File: config.mk
export PLATFORM = sky130hd
export DESIGN_NAME = fifo_sync_param
export DESIGN_NICKNAME = d
export VERILOG_FILES = /design/src/rtl/fifo_sync_param.sv
export SDC_FILE = /design/constraint.sdc
export NUM_CORES = 2
export LEC_CHECK = 0
export BUFFER_PORTS_ARGS = -buffer_cell sky130_fd_sc_hd__buf_2
export CAP_MARGIN = 20
export CORE_MARGIN = 1
export CORE_UTILIZATION = 55
export CTS_BUF_LIST = sky130_fd_sc_hd__clkbuf_8 sky130_fd_sc_hd__clkbuf_16
export DETAILED_ROUTE_END_ITERATION = 12
export PLACE_DENSITY = 0.72
export SLEW_MARGIN = 25
export SYNTH_ARGS = -nofsm -noshare
export SYNTH_HDL_FRONTEND = slang
export SYNTH_SLANG_ARGS = --single-unit
File: constraint.sdc
create_clock -name clk_i -period 15.5 [get_ports clk_i]
set_clock_uncertainty 0.05 [all_clocks]
set_input_delay 1.55 -clock clk_i [delete_from_list [all_inputs] [get_ports clk_i]]
set_output_delay 1.55 -clock clk_i [all_outputs]
set_load 0.05 [all_outputs]
File: src/rtl/fifo_sync_param.sv
// fifo_sync_param
// Parametrised synchronous FIFO. It buffers message blocks between the host
// interface and the MD5 core. Storage is a register array with a registered
// read port, so read data appears one cycle after an accepted read. A read
// and a write can be accepted in the same cycle. When the FIFO is full, a
// read frees a slot for a write in that same cycle. A write to a full FIFO
// or a read from an empty FIFO is rejected and raises a one-cycle error pulse.
//
// Ports:
//   clk_i          clock, all state changes on the rising edge
//   rst_i          synchronous active-high reset
//   we_i, data_i   write request and write data
//   rd_i           read request
//   data_o         read data, holds its value between reads
//   valid_o        data_o carries a newly read entry this cycle
//   full_o         count_o == 2**AW
//   empty_o        count_o == 0
//   almost_full_o  count_o >= AFULL
//   count_o        occupancy, 0..2**AW
//   ovf_o          pulse: write rejected because the FIFO was full
//   udf_o          pulse: read rejected because the FIFO was empty
module fifo_sync_param #(
    parameter int DW    = 128,
    parameter int AW    = 4,
    parameter int AFULL = 12
) (
    input  logic          clk_i,
    input  logic          rst_i,
    input  logic          we_i,
    input  logic [DW-1:0] data_i,
    input  logic          rd_i,
    output logic [DW-1:0] data_o,
    output logic          valid_o,
    output logic          full_o,
    output logic          empty_o,
    output logic          almost_full_o,
    output logic [AW:0]   count_o,
    output logic          ovf_o,
    output logic          udf_o
);

    localparam int          DEPTH     = 2 ** AW;
    localparam logic [AW:0] DEPTH_CNT = (AW+1)'(DEPTH);
    localparam logic [AW:0] AFULL_CNT = (AW+1)'(AFULL);

    logic [DW-1:0] mem [DEPTH];
    logic [AW-1:0] rdptr;
    logic [AW-1:0] wrptr;
    logic          rd_ok;
    logic          wr_ok;
    logic [AW:0]   count_next;

    // A read is accepted whenever there is data. A write is accepted when
    // there is room, or when a read in the same cycle frees a slot.
    assign rd_ok = rd_i & ~empty_o;
    assign wr_ok = we_i & (~full_o | rd_ok);

    // The flags are registered from the next count, so they always agree
    // with count_o in the cycle they are visible.
    always_comb begin
        count_next = count_o + (AW+1)'(wr_ok) - (AW+1)'(rd_ok);
    end

    // The storage array has no reset, because its contents are don't-care
    // until an entry is written. A reset cycle blocks writes so that reset
    // overrides we_i. When the FIFO is full and a read and a write occur
    // together, both target the same slot. The nonblocking read still returns
    // the old entry.
    always_ff @(posedge clk_i) begin
        if (!rst_i && wr_ok) begin
            mem[wrptr] <= data_i;
        end
    end

    // Pointers, occupancy, read port and status flags.
    always_ff @(posedge clk_i) begin
        if (rst_i) begin
            rdptr         <= '0;
            wrptr         <= '0;
            count_o       <= '0;
            data_o        <= '0;
            valid_o       <= 1'b0;
            ovf_o         <= 1'b0;
            udf_o         <= 1'b0;
            full_o        <= 1'b0;
            empty_o       <= 1'b1;
            almost_full_o <= 1'b0;
        end else begin
            count_o       <= count_next;
            full_o        <= (count_next == DEPTH_CNT);
            empty_o       <= (count_next == '0);
            almost_full_o <= (count_next >= AFULL_CNT);
            valid_o       <= rd_ok;
            ovf_o         <= we_i & ~wr_ok;
            udf_o         <= rd_i & empty_o;
            if (wr_ok) begin
                wrptr <= wrptr + AW'(1);
            end
            if (rd_ok) begin
                rdptr  <= rdptr + AW'(1);
                data_o <= mem[rdptr];
            end
        end
    end

endmodule

# Word-level counts from Yosys, hierarchy flattened
# Memory sizes are Yosys's and may differ from the RTL's. A register that Yosys moved wholly into a read port is not among the register bits.
# Cells that the tools add are included.
# W data, S select, Z words.
# totals
ff_bits,19
mem_bits_rw,2048
mem_count,1
# classes
n_addsub,4
magnitude_cmp,1
n_eq_ne,1
n_mux,2
bitwise,8
n_reduce_logical,3
# memory_table
memory,depth,width,rd,rd_ports_with_merged_regs,wr,line,rtl
mem,16,128,1,1,1,46,logic [DW-1:0] mem [DEPTH];
# ops
cell,n
$add A4 B1 Y4 const B,2
$add A5 B1 Y5,1
$eq A5 B5 Y1 const B,1
$ge A5 B4 Y1 const B,1
$logic_not A5 Y1,1
$sub A5 B1 Y5,1
$and A1 B1 Y1,4
$not A1 Y1,3
$mux W1,2
$logic_and A1 B1 Y1,1
$logic_not A1 Y1,1
$or A1 B1 Y1,1

# Longest topological paths before layout
# logic_depth
ltp_word,7
mapped_depth,13
ltp_nobuf,12

# Worst setup path after synthesis
# No wires, ideal clock.
# synth_timing
path_kind,input-to-reg
from,input port rst_i
to,"memory mem[0][0], enable pin"
setup_time_ns,0.772
t_arrival_ns,10.910
t_required_ns,14.678
slack_ns,3.769
cell_stages,5
cell_sequence,clkbuf_1 > nand2b_1 > a21oi_1 > nand2_1 > nor3_1
# synth_via
elab_chain_cells,4
# synth_lines
item,line,rtl
start: declaration,28,"input logic rst_i,"
$logic_not A1 Y1,70,if (!rst_i && wr_ok) begin
$logic_and A1 B1 Y1,70,
$mux W1,70,
$mux W1 (implied by the code),71,mem[wrptr] <= data_i;
end: declaration,46,
# Every way passes these cells.

# Worst setup path after layout
# layout_timing
from,input port rst_i
to,"memory mem[6][105], enable pin"
# Same word-level chain as after synthesis.

==> reports/results.ini <==
[status]
outcome=finished clean

[timing]
fmax_mhz=195
final_hold_viol_count=0
drv_slew=0
tns_ps=0
slew_headroom=0.236
setup_viol=0
period_minus_slack_ps=5130
tightest_slew_ps=1150
fin_crit_sh=0.331
fin_hold_ws_ps=416
rsz0062_at_grt=false
layout_setup_ws_ps=10370

[global_routing]
grt_pass1_wl_um=273000
gr-total-overflow=0
gr-usage-met1=0.352
grt_use_total=0.250
grt_util_met3=0.0610
grtUsageMet2=0.393
grt_pass1_vias=40400
antenna_found_initial=40
grt-busiest-layer=met2
grt_start_max_net_pins=145

[flow_run]
cap_violations=0

[worst_hold_path]
hold_class=reg2reg

[setup_path]
slowest_stage=buf_4
cp_common_cell=buf_4
critical-path-max-stage-delay_ps=840
crit_arrival_ps=5540
crit_path_end_kind=flip-flop
start_kind=primary input
path_cells=buf_2 > nand2b_1 > a21oi_1 > nand2_1 > nor2_4 > buf_4 > buf_4 > buf_4
crit_required_ps=15900
cp_max_fo=45
path_class=in2reg

[power_and_ir_drop]
ir_drop_uv=132
p_int_mw=10.3
p_sw_frac=0.241
cellPowerDensity_mw_per_mm2=146
leakage_nw=29.4
p_switching_mw=3.26
pwr-share-clk=0.385
p_comb_frac=0.117
power_frac_seq=0.498

[cells_and_area]
nNetsFinal=4302
area_delta_synth_final_pct=12.9
final_util=0.628
multi_input_area_mm2=0.0168
fillCellCount=9925
final_layout_size_suffix_gt1_frac=0.258
seqCellArea_mm2=0.0645

[synthesis]
synth-compound-area-share=0.0359
ys_seq_area_frac=0.782
synth.distinct_cells=46
synth.area.mux_share=0.156
yosysWarnings=0
synth_area_leader_cell=edfxtp_1
async_flop_share=0
syn_nets=3963
yosys.area_share.simple=0.00624
synth_top_area_frac=0.747
avgSynthCellArea_um2=21.6
synth-edff-count=2048
yosys-top-cells-area=edfxtp_1 75%, mux4_2 9.8%, mux2i_1 4.9%
synth_area_mm2=0.0824
synth-seq-cells=2195
synth_fa_ha_area_frac=0.00176
syn_inst=3820
synth_top_family_by_area=multiplexers
synth-main-ff-cell=edfxtp_1
synth.most_common_cell=edfxtp_1
synth_commonest_cells=2,048 x edfxtp_1, 401 x mux2i_1, 357 x mux4_2
synth-xor-area-share=0.00106

[cts]
htree_levels=4
cts_setup_buffers=0
worstSkewPairLatency_ps=840
ctsResizeCount=0
clk_pin_slew_ps=60
clkSinkCount=2195
cts_buffer_depth=3
hold_buffers=0
numCtsBuffers=209
cts_tree=done
cts-root-buf=clkbuf_16

[floorplanning]
start_util=0.556
fp-row-count=141
dieArea_mm2=0.151
fp.coreArea_mm2=0.148
boundaryPins=271
die_h_um=389
die_w_um=389

[placed_design]
place_ws_ps=9460
hpwl_um=92400
gp_congestion=0.746
portBuffers=270

[routing]
drt_pass1_iterations=5
drc_errors=0
via_per_inst=6.29
vias=39500
drtAntennaViolNets=0
wirelength_um=187000
avgRoutedWirePerCell_um=29.8
drt-initial-drc-count=3942

-- layout make-up --
cell class	count	area share
antenna	10	0.000269
clock buffer	239	0.0612
clock inverter	158	0.0157
inverter	14	0.000565
multi-input combinational	1393	0.180
sequential	2195	0.693
tap	1930	0.0260
timing repair buffer	346	0.0231
-- cells by family after synthesis --
logic type / Yosys count
AO/OA/AOI/OAI: 425
XOR/XNOR: 10
adder cells (fa/ha/maj): 11
buffers and inverters: 232
flip-flops: 2195
multiplexers: 831
AND/OR/NAND/NOR: 116
-- worst max-delay path, delay by kind of cell --
| family | cells | cell delay (ps) |
|---|---|---|
| AO/OA/AOI/OAI | 1 | 320 |
| buffers and inverters | 4 | 2420 |
| AND/OR/NAND/NOR | 3 | 1160 |
-- worst paths after layout --
path,slack (ps),cells after the start,to,startpoint
max,10370,8,mem[6][105],rst_i
min,420,2,data_o[66],data_o[66]
max reg2reg,10780,7,data_o[68],rdptr[2]
min reg2reg,420,2,data_o[66],data_o[66]
-- placed cells by master, fill, tap and decap left out, types with 6 or more instances in the layout --
cell type	n
buf_12	12
a32oi_1	76
mux2_1	11
clkbuf_8	26
inv_1	51
a22oi_1	171
clkinv_1	30
o21ai_1	77
ha_1	10
clkinvlp_4	9
xor2_1	6
mux2_2	62
mux2i_1	401
o21ai_0	36
buf_2	270
nor2_1	46
bufinv_16	25
dfxtp_1	144
buf_4	60
nand2_1	26
nor2_4	14
clkbuf_16	213
o211ai_1	17
clkinv_2	40
inv_6	6
mux4_2	357
edfxtp_1	2048
o22ai_1	35
diode_2	10
-- metrics by stage --
step	power [mW]	cell area (µm²)	std cells
finish	13.5	93000	6285
global route	13.9	93000	6282
CTS	13.6	92900	6271
detailed placement	8.46	85700	5874
global placement	8.43	85700	5872
floorplan	8.06	82400	3820
-- per-layer routing --
| metal | part of all wire | wire length, µm |
|---|---|---|
| met5 | 0.0015 | 281 |
| met4 | 0.023 | 4240 |
| met3 | 0.087 | 16300 |
| met2 | 0.48 | 90400 |
| met1 | 0.41 | 76300 |
-- state kept, by name, summed over array words and instances (netlist names), 4 cells and up --
name	flops
data_o	128
rdptr	4
count_o	5
wrptr	4
mem	2048
-- power groups by stage --
stage / combinational (mW) / sequential (mW) / clock, mW
after global routing: 1.69 / 6.75 / 5.50
after global placement: 1.57 / 6.86 / 0
after detailed placement: 1.60 / 6.87 / 0
after floorplan: 0.990 / 7.07 / 0
final: 1.59 / 6.74 / 5.21
after CTS: 1.60 / 6.74 / 5.27
Power figures use the tool's default switching activity.
